### src/rtl/game_pkg.sv
// -----------------------------------------------------------------------------
// game_pkg
//  Shared types and constants for the game front-end (keyboard handling and
//  state controller).
//  Contents:
//   key_state_t     debounce FSM state encoding used by key_press_pulser
//   KEY_ENTER       USB HID usage code for Enter
//   KEY_SPACE       USB HID usage code for Space
//   KEY_NONE        HID "no key" code, never a legal watch target
//   NUM_KEY_BYTES   number of keycode bytes delivered by the USB PIO
//   key_byte()      extracts keycode byte i from the packed PIO word
// -----------------------------------------------------------------------------
package game_pkg;

   typedef enum logic [1:0] {
      RELEASED    = 2'd0,
      PRESS_DEB   = 2'd1,
      PRESSED     = 2'd2,
      RELEASE_DEB = 2'd3
   } key_state_t;

   localparam logic [7:0] KEY_NONE  = 8'h00;
   localparam logic [7:0] KEY_ENTER = 8'h28;
   localparam logic [7:0] KEY_SPACE = 8'h2C;

   localparam int unsigned NUM_KEY_BYTES = 4;

   // Byte i of the PIO word sits at keycode[8i+7:8i].
   function automatic logic [7:0] key_byte(input logic [8*NUM_KEY_BYTES-1:0] keycode,
                                           input int unsigned idx);
      return keycode[8*idx +: 8];
   endfunction

endpackage : game_pkg

### src/rtl/keycode_match.sv
// -----------------------------------------------------------------------------
// keycode_match
//  Combinational detector: reports whether the configured key appears in any
//  of the four keycode slots delivered by the USB keyboard PIO. A key that
//  shows up in several slots still yields a single hit.
//  Parameters:
//   KEY_CODE    HID usage code to look for (must not be KEY_NONE)
//  Ports:
//   keycode_i   in  32  four packed HID keycodes, slot i = keycode_i[8i+7:8i]
//   hit_o       out 1   1 when any slot equals KEY_CODE
// -----------------------------------------------------------------------------
module keycode_match
   import game_pkg::*;
#(
   parameter logic [7:0] KEY_CODE = KEY_ENTER
) (
   input  logic [8*NUM_KEY_BYTES-1:0] keycode_i,
   output logic                       hit_o
);

   logic [NUM_KEY_BYTES-1:0] slot_hit;

   always_comb begin
      // NOTE: every signal written in always_comb gets a default before any
      // conditional code, so no path can leave it unassigned and infer a latch.
      slot_hit = '0;
      for (int unsigned i = 0; i < NUM_KEY_BYTES; i++) begin
         slot_hit[i] = (key_byte(keycode_i, i) == KEY_CODE);
      end
   end

   assign hit_o = |slot_hit;

endmodule : keycode_match

### src/rtl/key_press_pulser.sv
// -----------------------------------------------------------------------------
// key_press_pulser
//  Upstream stage of the game state controller. Watches the keycode bytes from
//  the USB keyboard PIO for one configured key, debounces both press and
//  release, and emits a one-cycle pulse per debounced press. key_pulse feeds
//  the state controller's nextStateSig input.
//  Parameters:
//   KEY_CODE         HID usage code to watch (KEY_NONE is not a legal value)
//   DEBOUNCE_CYCLES  consecutive stable cycles needed for press and release (>=1)
//   CNT_W            width of press_count, which wraps modulo 2**CNT_W
//  Ports:
//   Clk          in   1      system clock, everything on posedge
//   Reset        in   1      synchronous active-high reset, overrides all
//   keycode      in   32     four HID keycodes, same clock domain
//   en           in   1      gates pulse and count; FSM keeps tracking when 0
//   key_level    out  1      debounced key state (1 = held)
//   key_pulse    out  1      one cycle high per debounced press while en=1
//   press_count  out  CNT_W  pulses emitted since reset
//  Timing: a match first present in cycle 0 gives key_pulse/key_level in cycle
//  DEBOUNCE_CYCLES+2; key_level falls DEBOUNCE_CYCLES+2 cycles after the match
//  goes away. All outputs are registers.
// -----------------------------------------------------------------------------
module key_press_pulser
   import game_pkg::*;
#(
   parameter logic [7:0]  KEY_CODE        = KEY_ENTER,
   parameter int unsigned DEBOUNCE_CYCLES = 4,
   parameter int unsigned CNT_W           = 8
) (
   input  logic                       Clk,
   input  logic                       Reset,
   input  logic [8*NUM_KEY_BYTES-1:0] keycode,
   input  logic                       en,
   output logic                       key_level,
   output logic                       key_pulse,
   output logic [CNT_W-1:0]           press_count
);

   // The debounce counter only ever reaches DEBOUNCE_CYCLES-1.
   localparam int unsigned     DEB_W    = $clog2(DEBOUNCE_CYCLES + 1);
   localparam logic [DEB_W-1:0] DEB_LAST = DEB_W'(DEBOUNCE_CYCLES - 1);

   // ---------------------------------------------------------------------------
   // Key detection
   // ---------------------------------------------------------------------------
   logic hit;

   keycode_match #(
      .KEY_CODE (KEY_CODE)
   ) u_match (
      .keycode_i (keycode),
      .hit_o     (hit)
   );

   // ---------------------------------------------------------------------------
   // State
   // ---------------------------------------------------------------------------
   logic             hit_q;
   key_state_t       state_q,  state_d;
   logic [DEB_W-1:0] cnt_q,    cnt_d;
   logic             level_q,  level_d;
   logic             pulse_q,  pulse_d;
   logic [CNT_W-1:0] count_q,  count_d;
   logic             press_done;

   // ---------------------------------------------------------------------------
   // Next-state logic. The FSM only looks at the registered hit, so the
   // comparator tree never sits in front of the state decode.
   // ---------------------------------------------------------------------------
   always_comb begin
      state_d = state_q;
      cnt_d   = cnt_q;

      unique case (state_q)
         RELEASED: begin
            if (hit_q) begin
               state_d = PRESS_DEB;
               cnt_d   = '0;
            end
         end

         PRESS_DEB: begin
            if (!hit_q) begin
               state_d = RELEASED;             // press bounce: drop it
            end else if (cnt_q == DEB_LAST) begin
               state_d = PRESSED;
            end else begin
               cnt_d = cnt_q + DEB_W'(1);
            end
         end

         PRESSED: begin
            if (!hit_q) begin
               state_d = RELEASE_DEB;
               cnt_d   = '0;
            end
         end

         RELEASE_DEB: begin
            if (hit_q) begin
               state_d = PRESSED;              // release bounce: still held
            end else if (cnt_q == DEB_LAST) begin
               state_d = RELEASED;
            end else begin
               cnt_d = cnt_q + DEB_W'(1);
            end
         end

         default: begin
            state_d = RELEASED;
            cnt_d   = '0;
         end
      endcase
   end

   // ---------------------------------------------------------------------------
   // Output next values. A pulse is only generated on the PRESS_DEB -> PRESSED
   // edge; returning to PRESSED from RELEASE_DEB is the same held press. A
   // press completed while en=0 is simply lost.
   // ---------------------------------------------------------------------------
   always_comb begin
      press_done = (state_q == PRESS_DEB) && (state_d == PRESSED);
      pulse_d    = press_done && en;
      level_d    = (state_d == PRESSED) || (state_d == RELEASE_DEB);
      count_d    = pulse_d ? count_q + CNT_W'(1) : count_q;
   end

   // ---------------------------------------------------------------------------
   // Registers. Reset is synchronous and overrides everything.
   // ---------------------------------------------------------------------------
   always_ff @(posedge Clk) begin
      // NOTE: state is updated with non-blocking assignments so every register
      // samples the pre-edge values, independent of statement order.
      if (Reset) begin
         hit_q   <= 1'b0;
         state_q <= RELEASED;
         cnt_q   <= '0;
         level_q <= 1'b0;
         pulse_q <= 1'b0;
         count_q <= '0;
      end else begin
         hit_q   <= hit;
         state_q <= state_d;
         cnt_q   <= cnt_d;
         level_q <= level_d;
         pulse_q <= pulse_d;
         count_q <= count_d;
      end
   end

   assign key_level   = level_q;
   assign key_pulse   = pulse_q;
   assign press_count = count_q;

endmodule : key_press_pulser

### config.mk
export PLATFORM = sky130hd
export DESIGN_NAME = key_press_pulser
export DESIGN_NICKNAME = d
export VERILOG_FILES = /design/src/rtl/game_pkg.sv /design/src/rtl/keycode_match.sv /design/src/rtl/key_press_pulser.sv
export SDC_FILE = /design/constraint.sdc
export NUM_CORES = 1
export LEC_CHECK = 0
export BUFFER_PORTS_ARGS = -buffer_cell sky130_fd_sc_hd__buf_2
export CELL_PAD_IN_SITES_DETAIL_PLACEMENT = 0
export CELL_PAD_IN_SITES_GLOBAL_PLACEMENT = 2
export CORE_UTILIZATION = 20
export DETAILED_ROUTE_END_ITERATION = 8
export GPL_TIMING_DRIVEN = 0
export PLACE_DENSITY = 0.77
export SLEW_MARGIN = 20
export SYNTH_ARGS = -nofsm -noshare
export SYNTH_HDL_FRONTEND = slang
export SYNTH_SLANG_ARGS = --single-unit
### constraint.sdc
create_clock -name Clk -period 1.4 [get_ports Clk]
set_input_delay 0.07 -clock Clk [delete_from_list [all_inputs] [get_ports Clk]]
set_output_delay 0.07 -clock Clk [all_outputs]
set_load 0.05 [all_outputs]
---- After elaboration in Yosys (flattened, before gate mapping) ----
Cells that the tools add are included.
storage, ports and cells
  output and inout bits ................... 10
  bits of input ports ..................... 35
  logic and storage cells ................. 41
  register bits after elaboration ......... 16
operators by class
  multiplexer cells ....................... 13
  equal/unequal tests ..................... 14
  reduce and logical (&&, ||, !) cells .... 6
  $add $sub $neg .......................... 2
operators by type and width
  cell                                                  count
  equality test 8 x 6 -> 1 bit (second input constant)  4
  two-way mux 3 bit                                     5
  two-way mux 2 bit                                     6
  one-hot mux 3 bit (4 select lines)                    1
  adder 8 x 1 -> 8 bit (second input constant)          1
  equality test 2 bit (second input constant)           4
  inequality test 2 bit (second input constant)         4
  one-hot mux 2 bit (4 select lines)                    1
  AND reduction 4 bit                                   1
  OR reduction 4 bit                                    1
  adder 3 x 1 -> 3 bit (second input constant)          1
  equality test 3 x 2 -> 1 bit (second input constant)  1
  equality test 2 x 1 -> 1 bit (second input constant)  1
  logical AND 1 bit                                     2
  logical NOT 2 bit                                     1
  logical OR 1 bit                                      1

---- Longest topological paths before layout ----
  depth in word-level cells ............... 7
  depth in mapped cells ................... 6
  gate-level depth less buffers ........... 5

---- By module ----
Synthesis repeated with hierarchy kept, for this count alone.
second synthesis, totals
  cells, all modules ...................... 86
  area total of the unflattened synthesis .. 792.0 sq um
modules (own cells, without submodules)
  module            area each (sq um)  cells an instance  instances  seq. area each (sq um)
  key_press_pulser  675.6              73                 1          300.3
  keycode_match     116.4              13                 1          0.0

---- Worst setup path before layout ----
Ideal clock, no wire load.
  kind .................................... register -> register
  start point ............................. reg count_q[0] (netlist: press_count[0])
  end point ............................... reg count_q[6] (netlist: press_count[6])
  cell stages (with the launch flop) ...... 5
  library setup time ...................... 0.070 ns
  arrival time ............................ 1.553 ns
  buffers on the path ..................... 0
  setup slack ............................. -0.223 ns
  required time ........................... 1.330 ns
  period minus slack after synthesis ...... 1.623 ns
  path through ............................ dfxtp_1 ha_1 nand2b_1 or4_1 a21oi_1
on the way
  cells in the longest elaborated chain, start to end .. 1
RTL lines
  item                    line                     source
  start, declared         key_press_pulser.sv:63   logic [CNT_W-1:0] count_q, count_d;
  start signal, assigned  key_press_pulser.sv:147  count_q <= count_d;
  adder 8 x 1 -> 8 bit    key_press_pulser.sv:125  count_d = pulse_d ? count_q + CNT_W'(1) : count_q;
No other way between the ends.
A chain may end at the register's enable or synchronous reset.

---- Final worst setup path ----
  start point ............................. reg cnt_q[0]
  end point ............................... reg count_q[1] (netlist: press_count[1])
on the way
  cells in the longest elaborated chain, start to end .. 7
  elaborated cells on any way between the ends .. 9
  classes of those cells .................. eq/ne (2); mux (5); reduce/logical (2)
RTL lines
  item                                    line                                             source
  start, declared                         key_press_pulser.sv:60                           logic [DEB_W-1:0] cnt_q, cnt_d;
  start signal, assigned                  key_press_pulser.sv:144                          cnt_q <= cnt_d;
  equality test 3 x 2 -> 1 bit (*)        key_press_pulser.sv:85, key_press_pulser.sv:102
  two-way mux 2 bit (on tied branches)    key_press_pulser.sv:102, key_press_pulser.sv:85
  two-way mux 2 bit (on tied branches)    key_press_pulser.sv:100, key_press_pulser.sv:83
  one-hot mux 2 bit (4 select lines) (*)  key_press_pulser.sv:74                           unique case (state_q)
  equality test 2 bit (*)                 key_press_pulser.sv:122                          press_done = (state_q == PRESS_DEB) && (state_d == PRESSED);
  logical AND 1 bit (*)                   key_press_pulser.sv:122
  logical AND 1 bit (*)                   key_press_pulser.sv:123                          pulse_d = press_done && en;
Mark *: on every way between the ends. The rest lies on a longest branch, timed or not.

==> results.txt <==
Status = finished with violations
Violated checks = setup timing
Power after layout = 0.835 mW
Total vias in the final route = 879
Top_reg_cell synth = dfxtp_1
DRC = 0
CTS tree = yes
Seq/Total Area, Yosys = 38.8%
Critical Path Fanout Max = 8
Depth of the worst hold-timing path = 2
Die Height = 64.2 µm
Via density per instance = 4.75
Pwr/cell area = 685 nW/µm²
Final setup viols = 7
Root Driver = clkbuf_8
Largest net degree at the start of global routing = 11
Number of diodes = 0
Relative slew slack = 66.5%
Achievable Freq = 669 MHz
FFs w/ async S/R, synth = 0%
Area occupied by multi-input gates = 504 µm²
Synth Net Count = 124
Dpl hpwl = 1540 µm
Final period utilization = 107%
Post-placement cell area = 1140 µm²
Fillers = 395
Clk pin slew, worst setup/hold paths = 0.06 ns
Post-synth top area cell = dfxtp_1
Yosys warns = 0
Antenna violations before repair = 0
Core Footprint = 3690 µm²
DP Cell Count = 178
Max VDD drop = 0.234 mV
RSZ-0062 raised after global routing = yes
CP Launch Type = register
Routed Wire Length = 2050 µm
H-Tree Depth = 1
Area grow syn2layout = 57.6%
Vias in the first global route = 715
Mean Syn Cell Area = 8.99 µm²
WS Path Type = register to register
DR pass1 iterations = 4
Max stage delay on crit path = 0.35 ns
Reg2Reg Depth = 6
Final worst setup slack = -0.0948 ns
Synth Instances = 86
Top post-synthesis cells by area = dfxtp_1 (39%), nor4b_1 (9.1%), a21oi_1 (7.1%)
# rows = 22
Met3 usage = 1.61%
GP Congestion = 0.737
GRT busiest layer = met2
Critical path capture point type = register
Global Route met2 Usage = 15.7%
Clock period minus worst slack = 1.49 ns
Fin nets = 176
Met1 Use GR = 13.6%
Overall routing resource usage = 10.4%
Top post-synthesis cells by count = dfxtp_1 (15), a21oi_1 (11), nand2_1 (8), nor4b_1 (8), o21ai_0 (6)
CP most frequent cell = ha_4
Crit path DAT = 1.67 ns
Cell Area, Synth = 773 µm²
Worst hold path class = input port to register
Total CTS buffers = 3
Number of cells on the critical path = 6
Num ports = 45
TNS Setup = -0.460 ns
Number of port buffers = 44
MaxCap Viol Count = 0
Post-place setup slack = -0.115 ns
Yosys cell types = 28
CTS max path bufs = 2
Layout Cells excl Fill = 185
Initial core utilization = 21.0%
Finished layout cell area = 1220 µm²
Crit-path cells = ha_4, ha_4, nand4_4, buf_6, or3b_1, a21oi_1
Hold slack = 0.0681 ns
Hold Vio Cnt, Final = 0
Share of the synthesized area in the top cell type = 38.8%
#FFs+latches synth = 15
Clock Sink Count = 15
Delay-heaviest family, CP = simple AND/OR/NAND/NOR gates
Worst-Skew Late Latency = 0.25 ns
Die area = 4120 µm²
Crit path buffers/inverters = 1
Register area = 330 µm²
Die outline width = 64.2 µm
Layout cells sized above 1 = 53.3%
Final ANT Viol Nets = 0
Worst EP required = 1.58 ns
Avg WL per Cell = 11.1 µm
Post-synth EDFFs = 0
1st-iter DRT viols = 42
Count leader, synth = dfxtp_1
Gr ovfl total = 0
Final core utilization = 33.0%
Lkg Pwr = 0.518 nW
Slowest CP cell = dfxtp_2
First-pass GRT wire length = 3200 µm
Worst-margin pin slew = 0.502 ns
Fin. max-slew vios = 0
Skew final = 0.00220 ns
==> flip-flops by register name (all words and copies together), names as in the netlist <==
register     flops
key_pulse        1
cnt_q            3
state_q          2
press_count      8
hit_q            1
==> area by class of cell <==
type,count,area share (%)
flip-flops and latches,15,27.1
repair buffers,47,19.7
inverters,3,0.924
multi-input cells,65,41.4
well taps,48,4.93
plain buffers,3,2.16
clock inverters,1,0.411
clock buffers,3,3.39
==> worst register-to-register path, delay by kind of cell, from the launching register on <==
family	cells	cell delay [ns]
and+or+nand+nor	2	0.49
DFF	1	0.35
adders and majority gates	2	0.28
buffers and inverters	1	0.17
AOI/OAI and AO/OA	1	0.12
==> report_power, final <==
part | internal [mW] | switching (mW) | total [mW]
clock network | 0.197 | 0.160 | 0.358
registers | 0.413 | 0.000644 | 0.414
logic | 0.0400 | 0.0231 | 0.0631
total | 0.651 | 0.184 | 0.835
==> layout by cell type, fill, tap and decap left out, drive strengths merged, types with 3 or more instances in the layout <==
cell,netlist,routed
buf,2,49
dfxtp,15,15
a21oi,11,11
nand2,8,8
nor4b,8,8
o21ai,6,6
or4,4,4
o31ai,4,4
clkbuf,1,4
inv,3,3
nand4,3,3
ha,3,3
==> worst paths after layout <==
| check | start | endpoint | slack, ns |
|---|---|---|---|
| worst max-delay path | cnt_q[0]$_SDFFE_PP0P_ | press_count[1]$_SDFFE_PP0P_ | -0.09 |
| worst min-delay path | Reset | cnt_q[0]$_SDFFE_PP0P_ | 0.07 |
| worst min register to register | cnt_q[2]$_SDFFE_PP0P_ | cnt_q[2]$_SDFFE_PP0P_ | 0.48 |
| worst max register to register | cnt_q[0]$_SDFFE_PP0P_ | press_count[1]$_SDFFE_PP0P_ | -0.09 |
==> layer usage <==
layer	vias up	wire length [µm]
met5	-	0
met4	0	54
met1	398	909
met2	42	963
li1	434	-
met3	5	118
==> timing repair <==
item	CTS	global route
gates resized for setup	2	4
cloned	1	0
buffers inserted	2	0
pin swaps	4	0
setup endpoints to repair	7	10
hold buffers	0	0
==> logic make-up (layout without fill, tap and decap cells) <==
logic type	after synthesis	after routing	synth area share [%]
buffers and inverters	6	57	3.24
XOR/XNOR	2	2	2.27
multiplexers	1	1	1.46
flip-flops	15	15	38.8
adder cells (fa/ha/maj)	3	3	4.85
AO/OA/AOI/OAI	22	22	16.0
AND/OR/NAND/NOR	37	37	33.3
Note: power is estimated with default switching activity, not from simulation.
